`src/rtl/fib_request_arbiter.sv`:
```
// Round-robin arbiter sharing one iterative Fibonacci engine between NUM_REQ requesters.
// One request in flight at a time; results return on a valid/ready channel with id and overflow.
module fib_request_arbiter #(
  parameter int NUM_REQ = 4,
  parameter int WIDTH   = 32,
  parameter int IDX_W   = 6,
  parameter int ID_W    = 2
) (
  input  logic                     clk,
  input  logic                     rst,
  input  logic [NUM_REQ-1:0]       req_valid,
  input  logic [NUM_REQ*IDX_W-1:0] req_idx,
  output logic [NUM_REQ-1:0]       req_ready,
  output logic                     rsp_valid,
  input  logic                     rsp_ready,
  output logic [ID_W-1:0]          rsp_id,
  output logic [WIDTH-1:0]         rsp_value,
  output logic                     rsp_ovf,
  output logic                     busy
);

  typedef enum logic [1:0] {
    IDLE = 2'd0,
    CALC = 2'd1,
    RESP = 2'd2
  } state_t;

  state_t           state;
  state_t           state_nxt;
  logic [ID_W-1:0]  rr_ptr;
  logic [ID_W-1:0]  id;
  logic [ID_W-1:0]  grant_id;
  logic [ID_W-1:0]  cand;
  logic             grant_found;
  logic             accept;
  logic [IDX_W-1:0] cnt;
  logic [WIDTH-1:0] a;
  logic [WIDTH-1:0] b;
  logic             ovf_a;
  logic             ovf_b;
  logic [WIDTH:0]   sum;
  int               j;

  // Search from rr_ptr upward with wrap; the first valid requester wins.
  always_comb begin
    grant_found = 1'b0;
    grant_id    = '0;
    cand        = '0;
    j           = 0;
    for (int k = 0; k < NUM_REQ; k++) begin
      j = int'(rr_ptr) + k;
      if (j >= NUM_REQ) j = j - NUM_REQ;
      cand = ID_W'(j);
      if (!grant_found && req_valid[cand]) begin
        grant_found = 1'b1;
        grant_id    = cand;
      end
    end
  end

  assign accept = (state == IDLE) && grant_found && !rst;
  assign sum    = {1'b0, a} + {1'b0, b};

  always_ff @(posedge clk) begin
    if (rst) state <= IDLE;
    else     state <= state_nxt;
  end

  always_comb begin
    state_nxt = state;
    case (state)
      IDLE:    if (accept) state_nxt = CALC;
      CALC:    if (cnt == '0) state_nxt = RESP;
      RESP:    if (rsp_ready) state_nxt = IDLE;
      default: state_nxt = IDLE;
    endcase
  end

  always_comb begin
    busy      = (state != IDLE);
    rsp_valid = (state == RESP);
    req_ready = '0;
    if (accept) req_ready = NUM_REQ'(1) << grant_id;
  end

  // a/b hold F(k)/F(k+1); ovf_b runs one step ahead, so only ovf_a is reported.
  always_ff @(posedge clk) begin
    if (rst) begin
      rr_ptr    <= '0;
      id        <= '0;
      cnt       <= '0;
      a         <= '0;
      b         <= '0;
      ovf_a     <= 1'b0;
      ovf_b     <= 1'b0;
      rsp_id    <= '0;
      rsp_value <= '0;
      rsp_ovf   <= 1'b0;
    end else begin
      case (state)
        IDLE: begin
          if (accept) begin
            id     <= grant_id;
            cnt    <= req_idx[grant_id*IDX_W +: IDX_W];
            a      <= '0;
            b      <= WIDTH'(1);
            ovf_a  <= 1'b0;
            ovf_b  <= 1'b0;
            rr_ptr <= (grant_id == ID_W'(NUM_REQ-1)) ? '0 : grant_id + 1'b1;
          end
        end
        CALC: begin
          if (cnt != '0) begin
            a     <= b;
            b     <= sum[WIDTH-1:0];
            ovf_a <= ovf_b;
            ovf_b <= ovf_b | sum[WIDTH];
            cnt   <= cnt - 1'b1;
          end else begin
            rsp_value <= a;
            rsp_ovf   <= ovf_a;
            rsp_id    <= id;
          end
        end
        default: ;
      endcase
    end
  end

endmodule

```
`config.mk`:
```
export PLATFORM = sky130hd
export DESIGN_NAME = fib_request_arbiter
export DESIGN_NICKNAME = d
export VERILOG_FILES = /design/src/rtl/fib_request_arbiter.sv
export SDC_FILE = /design/constraint.sdc
export NUM_CORES = 1
export LEC_CHECK = 0
export ABC_AREA = 0
export CAP_MARGIN = 20
export CORE_UTILIZATION = 51
export DETAILED_ROUTE_END_ITERATION = 6
export PLACE_DENSITY = 0.81
export REMOVE_ABC_BUFFERS = 1
export SLEW_MARGIN = 40
export SYNTH_ARGS = -nofsm -noshare
export SYNTH_HDL_FRONTEND = slang
export SYNTH_SLANG_ARGS = --single-unit
```
`constraint.sdc`:
```
create_clock -name clk -period 2.65 [get_ports clk]
set_clock_uncertainty 0.05 [all_clocks]
set_input_delay 0.53 -clock clk [delete_from_list [all_inputs] [get_ports clk]]
set_output_delay 0.53 -clock clk [all_outputs]
set_load 0.03 [all_outputs]
```
[Word level (Yosys, flattened, before mapping)]
Index checks and enable logic that the tools add are counted.
W data, S select, Z words.
Word-level totals
  bits in registers: 113
  bits in latches: 0
  RAM bits: 0
  bits in read-only memories: 0
  input port bits: 31
  output and inout port bits: 41
  logic and storage cells: 99
  memories kept: 0
Cells by class
  add/sub/neg operators: 10
  multipliers: 1
  divide/modulo/power cells: 0
  $lt $le $gt $ge: 8
  equal/unequal tests: 7
  shift operators: 2
  mux-type cells: 40
  bitwise gates (word level): 2
  reductions and logical operators: 18
Operators by type and width (number)
  $mux W32: 4
  $pmux W32 S2: 2
  $add A32 B32 Y33: 1
  $mux W2: 12
  $shiftx A24 B6 Y6: 1
  $lt A2 B3 Y1 const B: 4
  $mux W6: 2
  $pmux W6 S2: 1
  $mux W1: 11
  $ge A3 B3 Y1 const B: 3
  $bmux W1 S2: 4
  $sub A2 B1 Y2 const B: 4
  $add A2 B2 Y3 const B: 2
  $logic_not A6 Y1: 1
  $ne A2 B2 Y1 const B: 3
  $pmux W2 S3: 1
  $reduce_and A3 Y1: 2
  $reduce_bool A6 Y1: 1
  $sub A6 B1 Y6 const B: 1
  $logic_and A1 B1 Y1: 5
  $eq A2 B2 Y1 const B: 2
  $logic_not A1 Y1: 4
  $mul A2 B2 Y4 const B: 1
  $mux W4: 1
  12 further kinds: 15

[Longest topological paths before layout]
Gate-level depths: netlist (run 1).
  depth after elaboration: 18
  gate-level depth with buffers: 12
  gate-level depth less buffers: 12

[Least setup slack after synthesis (run 1)]
OpenSTA, ideal clock, no wires.
  path kind: register to register
  start: register a[0]
  end: register ovf_b
  library setup time: 112 ps
  data arrival time: 2530 ps
  required time: 2488 ps
  setup slack: -42 ps
  stages on the path, launching flop included: 13
  path buffers: 0
  period minus slack after synthesis: 2692 ps
  cell sequence: dfxtp_1 -> ha_1 -> inv_1 -> fa_1 -> nor2b_1 -> o21a_1 -> o21bai_1 -> a32oi_2 -> a211oi_1 -> a211o_1 -> a21oi_2 -> a41oi_1 -> a2111oi_1
Between the ends
  cells in the longest elaborated chain, start to end: 4
Ends and longest elaborated chain
  start: declaration: RTL line 37  | logic [WIDTH-1:0] a;
  start signal: assignment: RTL line 92  | a <= '0;
  start signal: assignment: RTL line 105  | a <= '0;
  start signal: assignment: RTL line 114  | a <= b;
  $add A32 B32 Y33: RTL line 62  | assign sum = {1'b0, a} + {1'b0, b};
  $or A1 B1 Y1: RTL line 117  | ovf_b <= ovf_b | sum[WIDTH];
  $mux W1: RTL line 113  | if (cnt != '0) begin
  $pmux W1 S2: RTL line 100  | case (state)
  end signal: assignment: RTL line 117
  end: declaration: RTL line 40  | logic ovf_b;
No other way between the ends. The select of a mux whose other input is x is not followed.
A chain may end at the register's enable or synchronous reset.

[Worst setup path after layout (run 1)]
  start: register b[0]
  end: register b[18]
Between the ends
  cells in the longest elaborated chain, start to end: 3
Ends and longest elaborated chain
  start: declaration: RTL line 38  | logic [WIDTH-1:0] b;
  start signal: assignment: RTL line 115  | b <= sum[WIDTH-1:0];
  $add A32 B32 Y33: RTL line 62
  $mux W32: RTL line 113
  $pmux W32 S2: RTL line 100
No other way between the ends. The select of a mux whose other input is x is not followed.

==> impl_summary.txt, run 1 <==
----------------------------------------------------
[Worst setup path]
  CP max-delay cell ... dfxtp_2
  Cell chain of the critical path ... ha_4 -> inv_2 -> fa_2 -> nor2b_2 -> o21a_1 -> o21bai_1 -> a32oi_2 -> buf_4 -> a21o_1 -> a31oi_4 -> o31ai_2 -> xor2_1 -> a22o_1
  Critical path start-end classification ... reg2reg
  CP required ... 2920 ps
  Register-to-register path setup slack ... -130 ps
  Crit-path max FO ... 5
  Setup crit start kind ... flop
  Maximum single-stage delay on the critical path ... 350 ps
  Length in cells of the worst reg-to-reg path ... 13
  Arr. time, crit path ... 3060 ps
  Capture point of the worst reg-to-reg path ... b[18]$_SDFFE_PP0P_
  Reg-to-reg startpoint ... b[0]$_SDFFE_PP0P_
  Worst Setup End Kind ... flop

[Synthesis]
  Proportion of synthesized chip area in sequential cells ... 37.5%
  Post-synthesis async set-or-reset flop share ... 0%
  Post-synth top area cell ... dfxtp_1
  Syn avg cell area ... 7.93 um2
  Most used flip-flop cell after synthesis ... dfxtp_1
  Cell types with the largest area share after synthesis ... dfxtp_1, a21oi_1, nand2_1
  Total number of yosys warnings ... 0
  Post-Synthesis Cell Area ... 6030 um2
  Most common library cells after synthesis ... nand2_1, a21oi_1, dfxtp_1
  Flop and latch count out of synthesis ... ~110
  Number of instances in the synthesized netlist ... 760
  Dominant cell by count in the synthesized netlist ... nand2_1
  Number of enable-type register cells in the synthesized netlist ... 0
  Area share of the largest cell type after synthesis ... 37.5%
  Number of different library cells in the post-synthesis netlist ... 56

[STA]
  Unrepaired setup endpoints after global routing ... true
  Worst-margin pin slew ... 540 ps
  Final hold vios ... 0
  Worst setup margin ... -132 ps
  Fmax ... between 300 and 400 MHz
  Slew Limit Headroom ... 63.7%
  TNS Setup ... -856 ps
  Worst hold slack after final layout ... 339 ps
  Clock period minus final worst setup slack ... 2780 ps
  Number of pins with negative max-slew slack in the final report ... 0
  Period utilization ... 105%
  Setup violations, final ... 10

[Floorplanning]
  Chip width ... between 100 and 150 um
  Die Height ... ~110 um
  Core outline area ... 11500 um2
  Die Footprint ... 12300 um2
  Core Rows ... 39
  Ports placed on the boundary ... 72
  Initial core utilization ... 52.6%

[Placement]
  Placed Cells incl. Taps ... between 1k and 1.5k
  Final HPWL DP ... between 10000 and 15000 um
  Routability congestion estimate ... 0.912
  Area of placed instances ... 7340 um2
  Number of buffer cells added on primary ports ... between 70 and 80

[Drt]
  Aggregate routed wire length ... 17200 um
  Routed vias/inst ... roughly 6
  Drt drc ... 0
  Initial drt markers ... 363
  TritonRoute pass-1 iters ... 5
  Detailed-route via count ... 6286
  Residual antenna-violating net count after detailed routing ... 0
  Average wire per cell in the routed design ... between 15 and 20 um

[Outcome]
  Violated checks ... setup timing
  Outcome ... finished with violations

[Power and ir drop]
  Power per Cell Area ... 717 nW/um2
  Final Total Pwr ... 5.98 mW
  Max IR drop VDD ... 0.645 mV
  LEAKAGE ... 3.34 nW

[Clocking]
  Num CTS Buffers ... 17
  Clock root cell ... clkbuf_16
  Clock tree from TritonCTS ... done
  CTS H-tree depth ... 4
  Clock latency of the later-clocked register in the worst-skew pair ... between 400 and 500 ps
  Hold-fix buffers, CTS ... 0
  Clk buf depth ... 2
  Clock sink count ... 113
  Post-CTS clock slew at the launch and capture registers of the worst setup and hold paths ... 60 ps

[Global route]
  Grt peak-use layer ... met2
  Grt met3 use ... 6.56%
  Via count of the first global-routing pass ... a little over 6k
  Met2 routing resource usage after global routing ... about half
  Met1 track utilization from global routing ... 30.6%
  Total global-route track usage ... 27.4%
  Total global routing overflow ... 0
  Initial antenna violation count ... 0
  Global-route wire length before repair ... 27800 um
  Pin count of the biggest net entering global routing ... between 50 and 60

[Final layout]
  Count of antenna diodes in the layout ... 0
  Final design instance area without fill ... 8340 um2
  Post-route insts no fill ... 1047
  Number of filler cells placed in the layout ... between 700 and 800
  Share of final-layout standard cells stronger than drive strength 1 ... 20.6%
  Final net count ... 962
  Area growth syn-to-layout ... 38.3%

[Job]
  Max-Cap Viols ... 0

[Min path]
  Worst min-delay path category ... in2reg
  Hold Path Sink ... b[5]$_SDFFE_PP0P_
  WHS Path Cells ... 2
  Worst hold start ... rst

----------------------------------------------------
## flip-flops by register name (all words and copies together) (netlist names)
name / count
a: 32
b: 32
cnt: 6
id: 2
ovf_a: 1
ovf_b: 1
rr_ptr: 2
rsp_id: 2
rsp_ovf: 1
rsp_value: 32
state: 2
## cell usage in the layout (no fill, tap or decap), drive strengths merged, types with 16 or more instances in the layout
master,netlist,final
a21oi,123,123
a22o,16,16
buf,7,89
clkbuf,35,20
clkdlybuf4s50,0,62
dfxtp,113,113
ha,38,38
inv,17,18
nand2,145,145
nand3,51,51
nor2,37,37
o21ai,26,26
## timing repair
| item | in CTS | in global routing |
|---|---|---|
| gates resized for setup | 40 | 38 |
| setup buffers | 6 | 7 |
| cloned | 0 | 0 |
| endpoints found under the setup margin | 15 | 19 |
| pin swaps | 28 | 41 |
## where the power goes
group	switching, mW	leakage, nW	total, mW	internal, mW
registers	0.101	0.916	1.89	1.79
clock network	0.805	0.267	2.19	1.39
logic	1.23	2.15	1.89	0.666
## routing by layer
| metal | wire length [um] | vias up |
|---|---|---|
| li1 | - | 2952 |
| met3 | 1040 | 75 |
| met5 | 0 | - |
| met1 | 6790 | 2974 |
| met2 | 8680 | 285 |
| met4 | 699 | 0 |
## per-stage QoR
stage / setup slack, ps / util, %
6_report: -132 / 72.7
5_1_grt: -227 / 72.7
4_1_cts: -19.3 / 70.6
3_5_place_dp: -204 / 64.0
3_3_place_gp: -103 / 64.0
2_1_floorplan: -2390 / -
## cell type report
cell class	count	area (um2)	area share (%)
clock buffer	20	447	5.36
clock inverter	11	115	1.38
inverter	18	67.6	0.810
multi-input combinational	587	3880	46.6
sequential	113	2280	27.3
tap	143	179	2.15
timing repair buffer	155	1370	16.4
## how the worst max path moves through the flow
stage | start | to | cells after the start | slack, ps
global placement | req_valid[2] | req_ready[2] | 9 | -100
global route | a[17]$_SDFFE_PP0P_ | b[28]$_SDFFE_PP0P_ | 11 | -230
floorplan | cnt[0]$_SDFFE_PP0P_ | b[11]$_SDFFE_PP0P_ | 6 | -2390
CTS | b[1]$_SDFFE_PP0P_ | b[31]$_SDFFE_PP0P_ | 11 | -20
finish | b[0]$_SDFFE_PP0P_ | b[18]$_SDFFE_PP0P_ | 13 | -130
detailed placement | a[0]$_SDFFE_PP0P_ | ovf_b$_SDFFE_PP0P_ | 12 | -200
## logic make-up after synthesis
| group | after synthesis | share of synthesized area, % |
|---|---|---|
| AOI/OAI and AO/OA | 231 | 23.8 |
| xor gates and xnor gates | 27 | 3.92 |
| DFF | 113 | 37.5 |
| and+or+nand+nor | 280 | 20.5 |
| buffers and inverters | 60 | 3.76 |
| adders and majority gates | 39 | 8.22 |
| muxes | 10 | 2.28 |
## worst max-delay path: cells and delay by family, from the launching register on
family | cells | cell delay, ps
compound gates | 7 | 1360
buf+inv | 2 | 200
fa+ha+maj | 2 | 480
xor+xnor | 1 | 100
simple gates | 1 | 150
flops | 1 | 350
No activity file was read; power rests on OpenSTA's default activity.
==> run 2: changes to the inputs <==
RECOVER_POWER = 25   (was unset)
SKIP_CTS_REPAIR_TIMING = 1   (was unset)
==> impl_summary.txt, run 2 (synthesis results as in run 1) <==
----------------------------------------------------
[Outcome]
  Outcome ... finished with violations (unchanged)
  Violated checks ... setup timing (unchanged)

[Worst setup path]
  Cell chain of the critical path ... ha_4 -> inv_2 -> fa_2 -> nor2b_1 -> o21a_1 -> o21bai_1 -> a32oi_2 -> a21o_1 -> a31oi_4 -> o31ai_2 -> xor2_1 -> a22o_1 (was ha_4 -> inv_2 -> fa_2 -> nor2b_2 -> o21a_1 -> o21bai_1 -> a32oi_2 -> buf_4 -> a21o_1 -> a31oi_4 -> o31ai_2 -> xor2_1 -> a22o_1)
  Length in cells of the worst reg-to-reg path ... 12 (was 13)
  Kind of cell with the highest combined delay on the critical path ... compound AO/OA/AOI/OAI gates (unchanged)
  Worst Setup End Kind ... flop (unchanged)
  Setup crit start kind ... flop (unchanged)
  CP max-delay cell ... dfxtp_2 (unchanged)
  Worst Path Buf+Inv ... 1 (was 2)
  Register-to-register path setup slack ... -230 ps (was -130 ps)
  Maximum single-stage delay on the critical path ... 360 ps (was 350 ps)
  CP required ... 2920 ps (about the same)
  Critical path start-end classification ... reg2reg (unchanged)
  Crit-path max FO ... 5 (unchanged)
  Reg-to-reg startpoint ... a[0]$_SDFFE_PP0P_ (was b[0]$_SDFFE_PP0P_)
  Arr. time, crit path ... 3150 ps (was 3060 ps)
  Capture point of the worst reg-to-reg path ... b[18]$_SDFFE_PP0P_ (unchanged)

[Clocking]
  Num CTS Buffers ... 17 (unchanged)
  Clock sink count ... 113 (unchanged)
  Clock tree from TritonCTS ... done (unchanged)
  Clk buf depth ... 2 (unchanged)
  Post-CTS clock slew at the launch and capture registers of the worst setup and hold paths ... 60 ps (about the same)
  Clock root cell ... clkbuf_16 (unchanged)
  Clock latency of the later-clocked register in the worst-skew pair ... 430 ps (about the same)
  CTS H-tree depth ... 4 (unchanged)

[Drt]
  Routed vias/inst ... 5.94 (was 6.00)
  Initial drt markers ... 415 (was 363)
  Aggregate routed wire length ... 17100 um (was 17200 um)
  Average wire per cell in the routed design ... 16.5 um (was 16.4 um)
  Detailed-route via count ... 6188 (was 6286)
  TritonRoute pass-1 iters ... 5 (unchanged)
  Drt drc ... 0 (unchanged)
  Residual antenna-violating net count after detailed routing ... 0 (unchanged)

[Final layout]
  Final net count ... 956 (was 962)
  Area growth syn-to-layout ... 37.3% (was 38.3%)
  Final design instance area without fill ... 8280 um2 (was 8340 um2)
  Share of final-layout standard cells stronger than drive strength 1 ... 19.6% (was 20.6%)
  Commonest cells after routing, fill and taps aside ... nand2_1, a21oi_1, dfxtp_1, buf_4, clkdlybuf4s50_1 (unchanged)
  Count of antenna diodes in the layout ... 0 (unchanged)
  Post-route insts no fill ... 1041 (was 1047)
  Biggest registers after layout ... a (32), b (32), rsp_value (32) (unchanged)
  Most common cell after layout, fill and taps aside ... nand2_1 (unchanged)

[STA]
  Worst setup margin ... -229 ps (was -132 ps)
  Worst-margin pin slew ... 863 ps (was 540 ps)
  TNS Setup ... -1490 ps (was -856 ps)
  Fmax ... 347 MHz (was 359 MHz)
  Period utilization ... 109% (was 105%)
  Slew Limit Headroom ... 42.5% (was 63.7%)
  Unrepaired setup endpoints after global routing ... true (unchanged)
  Final hold vios ... 0 (unchanged)
  Clock period minus final worst setup slack ... 2880 ps (was 2780 ps)
  Number of pins with negative max-slew slack in the final report ... 0 (unchanged)
  Setup violations, final ... 10 (unchanged)

[Placement]
  Placed Cells incl. Taps ... 1005 (unchanged)
  Final HPWL DP ... 10900 um (unchanged)
  Number of buffer cells added on primary ports ... 71 (unchanged)
  Routability congestion estimate ... 0.912 (unchanged)
  Area of placed instances ... 7340 um2 (unchanged)

[Min path]
  Worst min-delay path category ... in2reg (unchanged)
  WHS Path Cells ... 2 (unchanged)
  Hold Path Sink ... b[5]$_SDFFE_PP0P_ (unchanged)
  Worst hold start ... rst (unchanged)

[Power and ir drop]
  LEAKAGE ... 3.33 nW (was 3.34 nW)
  Final Total Pwr ... 5.97 mW (was 5.98 mW)
  Max IR drop VDD ... 0.643 mV (was 0.645 mV)
  Power per Cell Area ... 721 nW/um2 (was 717 nW/um2)

[Global route]
  Initial antenna violation count ... 0 (unchanged)
  Pin count of the biggest net entering global routing ... 57 (unchanged)
  Via count of the first global-routing pass ... 6035 (was 6234)
  Total global-route track usage ... 26.1% (was 27.4%)
  Global-route wire length before repair ... 26500 um (was 27800 um)
  Total global routing overflow ... 0 (unchanged)

[Floorplanning]
  Core outline area ... 11500 um2 (unchanged)
  Ports placed on the boundary ... 72 (unchanged)
  Die Footprint ... 12300 um2 (unchanged)
  Core Rows ... 39 (unchanged)
  Chip width ... 111 um (unchanged)
  Initial core utilization ... 52.6% (unchanged)
  Die Height ... 111 um (unchanged)

[Job]
  Max-Cap Viols ... 0 (unchanged)

----------------------------------------------------
## run 2: metrics by stage
stage          utilization [%]  hold WS (ps)  setup slack [ps]
3_3_place_gp              64.0           391              -103
5_1_grt                   72.2           345              -420
3_5_place_dp              64.0           396              -204
2_1_floorplan                -           376             -2390
6_report                  72.2           347              -229
4_1_cts                   68.9           311              -219
## run 2: power by group
| group | internal, mW | switching [mW] | total, mW |
|---|---|---|---|
| clock network | 1.39 | 0.805 | 2.19 |
| logic | 0.645 | 1.23 | 1.88 |
| registers | 1.79 | 0.105 | 1.90 |
## run 2: cell type report
| type | count | area (um2) |
|---|---|---|
| clock buffer | 20 | 447 |
| clock inverter | 11 | 115 |
| fill | 814 | 3190 |
| inverter | 18 | 67.6 |
| multi-input combinational | 587 | 3880 |
| sequential | 113 | 2270 |
| tap | 143 | 179 |
| timing repair buffer | 149 | 1320 |
## run 2: routing by layer
layer	track usage (%)	vias to the layer above	wire [um]
met5	0	-	0
met4	11.2	0	614
met3	6.12	61	944
met2	46.8	240	8760
met1	29.4	2952	6820
li1	-	2935	-
## run 2: worst reg2reg max path: stages (launching register included)
cell and delay (ps):
dfxtp_2 360, ha_4 160, inv_2 40, fa_2 360, nor2b_1 130, o21a_1 200
o21bai_1 120, a32oi_2 330, a21o_1 230, a31oi_4 170, o31ai_2 330, xor2_1 100
a22o_1 200
## run 2: worst max path at each step
stage                   startpoint  cells after the start  slack, ps                 end
2_1_floorplan  cnt[0]$_SDFFE_PP0P_                      6      -2390  b[11]$_SDFFE_PP0P_
3_3_place_gp          req_valid[2]                      9       -100        req_ready[2]
3_5_place_dp     a[0]$_SDFFE_PP0P_                     12       -200  ovf_b$_SDFFE_PP0P_
4_1_cts          b[0]$_SDFFE_PP0P_                     12       -220  ovf_b$_SDFFE_PP0P_
5_1_grt          a[0]$_SDFFE_PP0P_                     12       -420  b[18]$_SDFFE_PP0P_
6_report         a[0]$_SDFFE_PP0P_                     12       -230  b[18]$_SDFFE_PP0P_
==> run 3: changes to the inputs <==
--- a/constraint.sdc
+++ b/constraint.sdc
@@ -4,2 +4,2 @@
 set_output_delay 0.53 -clock clk [all_outputs]
-set_load 0.03 [all_outputs]
+set_load 0.01 [all_outputs]
==> impl_summary.txt, run 3 (synthesis results as in run 1) <==
----------------------------------------------------
[STA]
  Final hold vios ... 0 (unchanged)
  Unrepaired setup endpoints after global routing ... true (unchanged)
  TNS Setup ... -403 ps (was -1490 ps)
  Period utilization ... 104% (was 109%)
  Worst setup margin ... -94.6 ps (was -229 ps)
  Number of pins with negative max-slew slack in the final report ... 0 (unchanged)
  Worst hold slack after final layout ... 400 ps (was 347 ps)
  Clock period minus final worst setup slack ... 2740 ps (was 2880 ps)
  Slew Limit Headroom ... 42.3% (was 42.5%)
  Fmax ... 364 MHz (was 347 MHz)
  Setup violations, final ... 10 (unchanged)
  Worst-margin pin slew ... 865 ps (was 863 ps)

[Global route]
  Total global-route track usage ... 26.3% (was 26.1%)
  Via count of the first global-routing pass ... 5979 (was 6035)
  Initial antenna violation count ... 0 (unchanged)
  Pin count of the biggest net entering global routing ... 57 (unchanged)
  Total global routing overflow ... 0 (unchanged)
  Global-route wire length before repair ... 26800 um (was 26500 um)

[Drt]
  WL met2 ... 8750 um (was 8760 um)
  Top routing layer used ... met4 (unchanged)
  TritonRoute pass-1 iters ... 5 (unchanged)
  Initial drt markers ... 368 (was 415)
  Met3 wire length ... 722 um (was 944 um)
  Residual antenna-violating net count after detailed routing ... 0 (unchanged)
  Met1 wire length ... 6920 um (was 6820 um)
  Detailed-route via count ... 6103 (was 6188)
  Average wire per cell in the routed design ... 16.3 um (was 16.5 um)
  Routed vias/inst ... 5.91 (was 5.94)
  Aggregate routed wire length ... 16800 um (was 17100 um)
  Drt drc ... 0 (unchanged)

[Clocking]
  Clock sink count ... 113 (unchanged)
  Clock tree from TritonCTS ... done (unchanged)
  CTS H-tree depth ... 4 (unchanged)
  Clock root cell ... clkbuf_16 (unchanged)
  Clk buf depth ... 2 (unchanged)
  Clock latency of the later-clocked register in the worst-skew pair ... 420 ps (was 430 ps)
  Post-CTS clock slew at the launch and capture registers of the worst setup and hold paths ... 50 ps (was 60 ps)
  Num CTS Buffers ... 17 (unchanged)

[Final layout]
  Number of filler cells placed in the layout ... 798 (was 814)
  Final net count ... 949 (was 956)
  Most common cell after layout, fill and taps aside ... nand2_1 (unchanged)
  Final design instance area without fill ... 8200 um2 (was 8280 um2)
  Count of antenna diodes in the layout ... 0 (unchanged)
  Share of final-layout standard cells stronger than drive strength 1 ... 19.0% (was 19.6%)
  Biggest registers after layout ... a (32), b (32), rsp_value (32) (unchanged)
  Area growth syn-to-layout ... 36.0% (was 37.3%)
  Commonest cells after routing, fill and taps aside ... nand2_1, a21oi_1, dfxtp_1, buf_4, clkdlybuf4s50_1 (unchanged)

[Job]
  Max-Cap Viols ... 0 (unchanged)

[Placement]
  Routability congestion estimate ... 0.901 (was 0.912)
  Post-placement setup slack ... -485 ps (was -204 ps)
  Area of placed instances ... 7280 um2 (was 7340 um2)
  Final HPWL DP ... 10700 um (was 10900 um)
  Number of buffer cells added on primary ports ... 71 (unchanged)

[Power and ir drop]
  Power per Cell Area ... 714 nW/um2 (was 721 nW/um2)
  Part of the total power dissipated in sequential elements ... 32.3% (was 31.8%)
  Clock Power Share ... 37.8% (was 36.7%)
  Max IR drop VDD ... 0.763 mV (was 0.643 mV)
  Net switching fraction of the power ... 34.7% (was 35.9%)
  Switching power ... 2.03 mW (was 2.14 mW)
  Internal cell power ... 3.83 mW (about the same)
  Relative contribution of combinational cells to total power ... 30.0% (was 31.4%)
  LEAKAGE ... 3.28 nW (was 3.33 nW)

[Floorplanning]
  Die Height ... 111 um (unchanged)
  Ports placed on the boundary ... 72 (unchanged)
  Core outline area ... 11500 um2 (unchanged)
  Initial core utilization ... 52.6% (unchanged)
  Chip width ... 111 um (unchanged)
  Core Rows ... 39 (unchanged)
  Die Footprint ... 12300 um2 (unchanged)

[Worst setup path]
  Critical path start-end classification ... reg2reg (unchanged)
  Cell chain of the critical path ... ha_4 -> inv_2 -> fa_2 -> nor2b_1 -> o21a_1 -> o21bai_2 -> a32oi_2 -> a211oi_2 -> a211o_1 -> a21oi_2 -> buf_4 -> xor2_2 -> a22o_1 (was ha_4 -> inv_2 -> fa_2 -> nor2b_1 -> o21a_1 -> o21bai_1 -> a32oi_2 -> a21o_1 -> a31oi_4 -> o31ai_2 -> xor2_1 -> a22o_1)
  Worst Setup End Kind ... flop (unchanged)
  CP required ... 2910 ps (was 2920 ps)
  Setup crit start kind ... flop (unchanged)
  Arr. time, crit path ... 3000 ps (was 3150 ps)
  CP max-delay cell ... dfxtp_2 (unchanged)
  Maximum single-stage delay on the critical path ... 350 ps (was 360 ps)
  Crit-path max FO ... 3 (was 5)

[Outcome]
  Outcome ... finished with violations (unchanged)
  Violated checks ... setup timing (unchanged)

[Min path]
  Worst min-delay path category ... reg2reg (was in2reg)

----------------------------------------------------
run 3: final timing paths:
path	from	to	slack (ps)	cells past startpoint
setup / recovery	b[0]$_SDFFE_PP0P_	b[28]$_SDFFE_PP0P_	-90	13
hold / removal	rsp_value[23]$_SDFFE_PP0P_	rsp_value[23]$_SDFFE_PP0P_	400	2
setup reg to reg	b[0]$_SDFFE_PP0P_	b[28]$_SDFFE_PP0P_	-90	13
hold reg to reg	rsp_value[23]$_SDFFE_PP0P_	rsp_value[23]$_SDFFE_PP0P_	400	2
run 3: routing by layer:
layer	vias to the layer above	track usage [%]
li1	2929	-
met1	2927	30.2
met2	202	46.2
met3	45	5.85
met4	0	12.5
met5	-	0
run 3: power groups by stage:
| stage | combinational [mW] | clock (mW) | sequential, mW |
|---|---|---|---|
| 2_1_floorplan | 0.959 | 0 | 1.89 |
| 3_3_place_gp | 1.63 | 0 | 1.90 |
| 3_5_place_dp | 1.70 | 0 | 1.91 |
| 4_1_cts | 1.73 | 2.23 | 1.88 |
| 5_1_grt | 1.91 | 2.31 | 1.90 |
| 6_report | 1.76 | 2.21 | 1.89 |
run 3: final cells by class:
class	instances	area (um2)	share of cell area, %
sequential	113	2270	27.7
tap	143	179	2.18
clock inverter	5	50.0	0.610
clock buffer	25	526	6.41
multi-input combinational	587	3850	47.0
inverter	18	67.6	0.824
timing repair buffer	142	1250	15.3
run 3: critical path: cells and delay by family, from the launching register on:
kind / cells / cell delay [ps]
AO/OA/AOI/OAI: 7 / 1410
XOR/XNOR: 1 / 50
adder cells (fa/ha/maj): 2 / 470
buffers and inverters: 2 / 180
flip-flops: 1 / 350
AND/OR/NAND/NOR: 1 / 110
run 3: metrics by stage:
| stage | instances | utilization [%] | power (mW) |
|---|---|---|---|
| 2_1_floorplan | 718 | - | 2.85 |
| 3_3_place_gp | 998 | 63.5 | 3.53 |
| 3_5_place_dp | 998 | 63.5 | 3.61 |
| 4_1_cts | 1028 | 68.5 | 5.84 |
| 5_1_grt | 1033 | 71.5 | 6.12 |
| 6_report | 1033 | 71.5 | 5.86 |
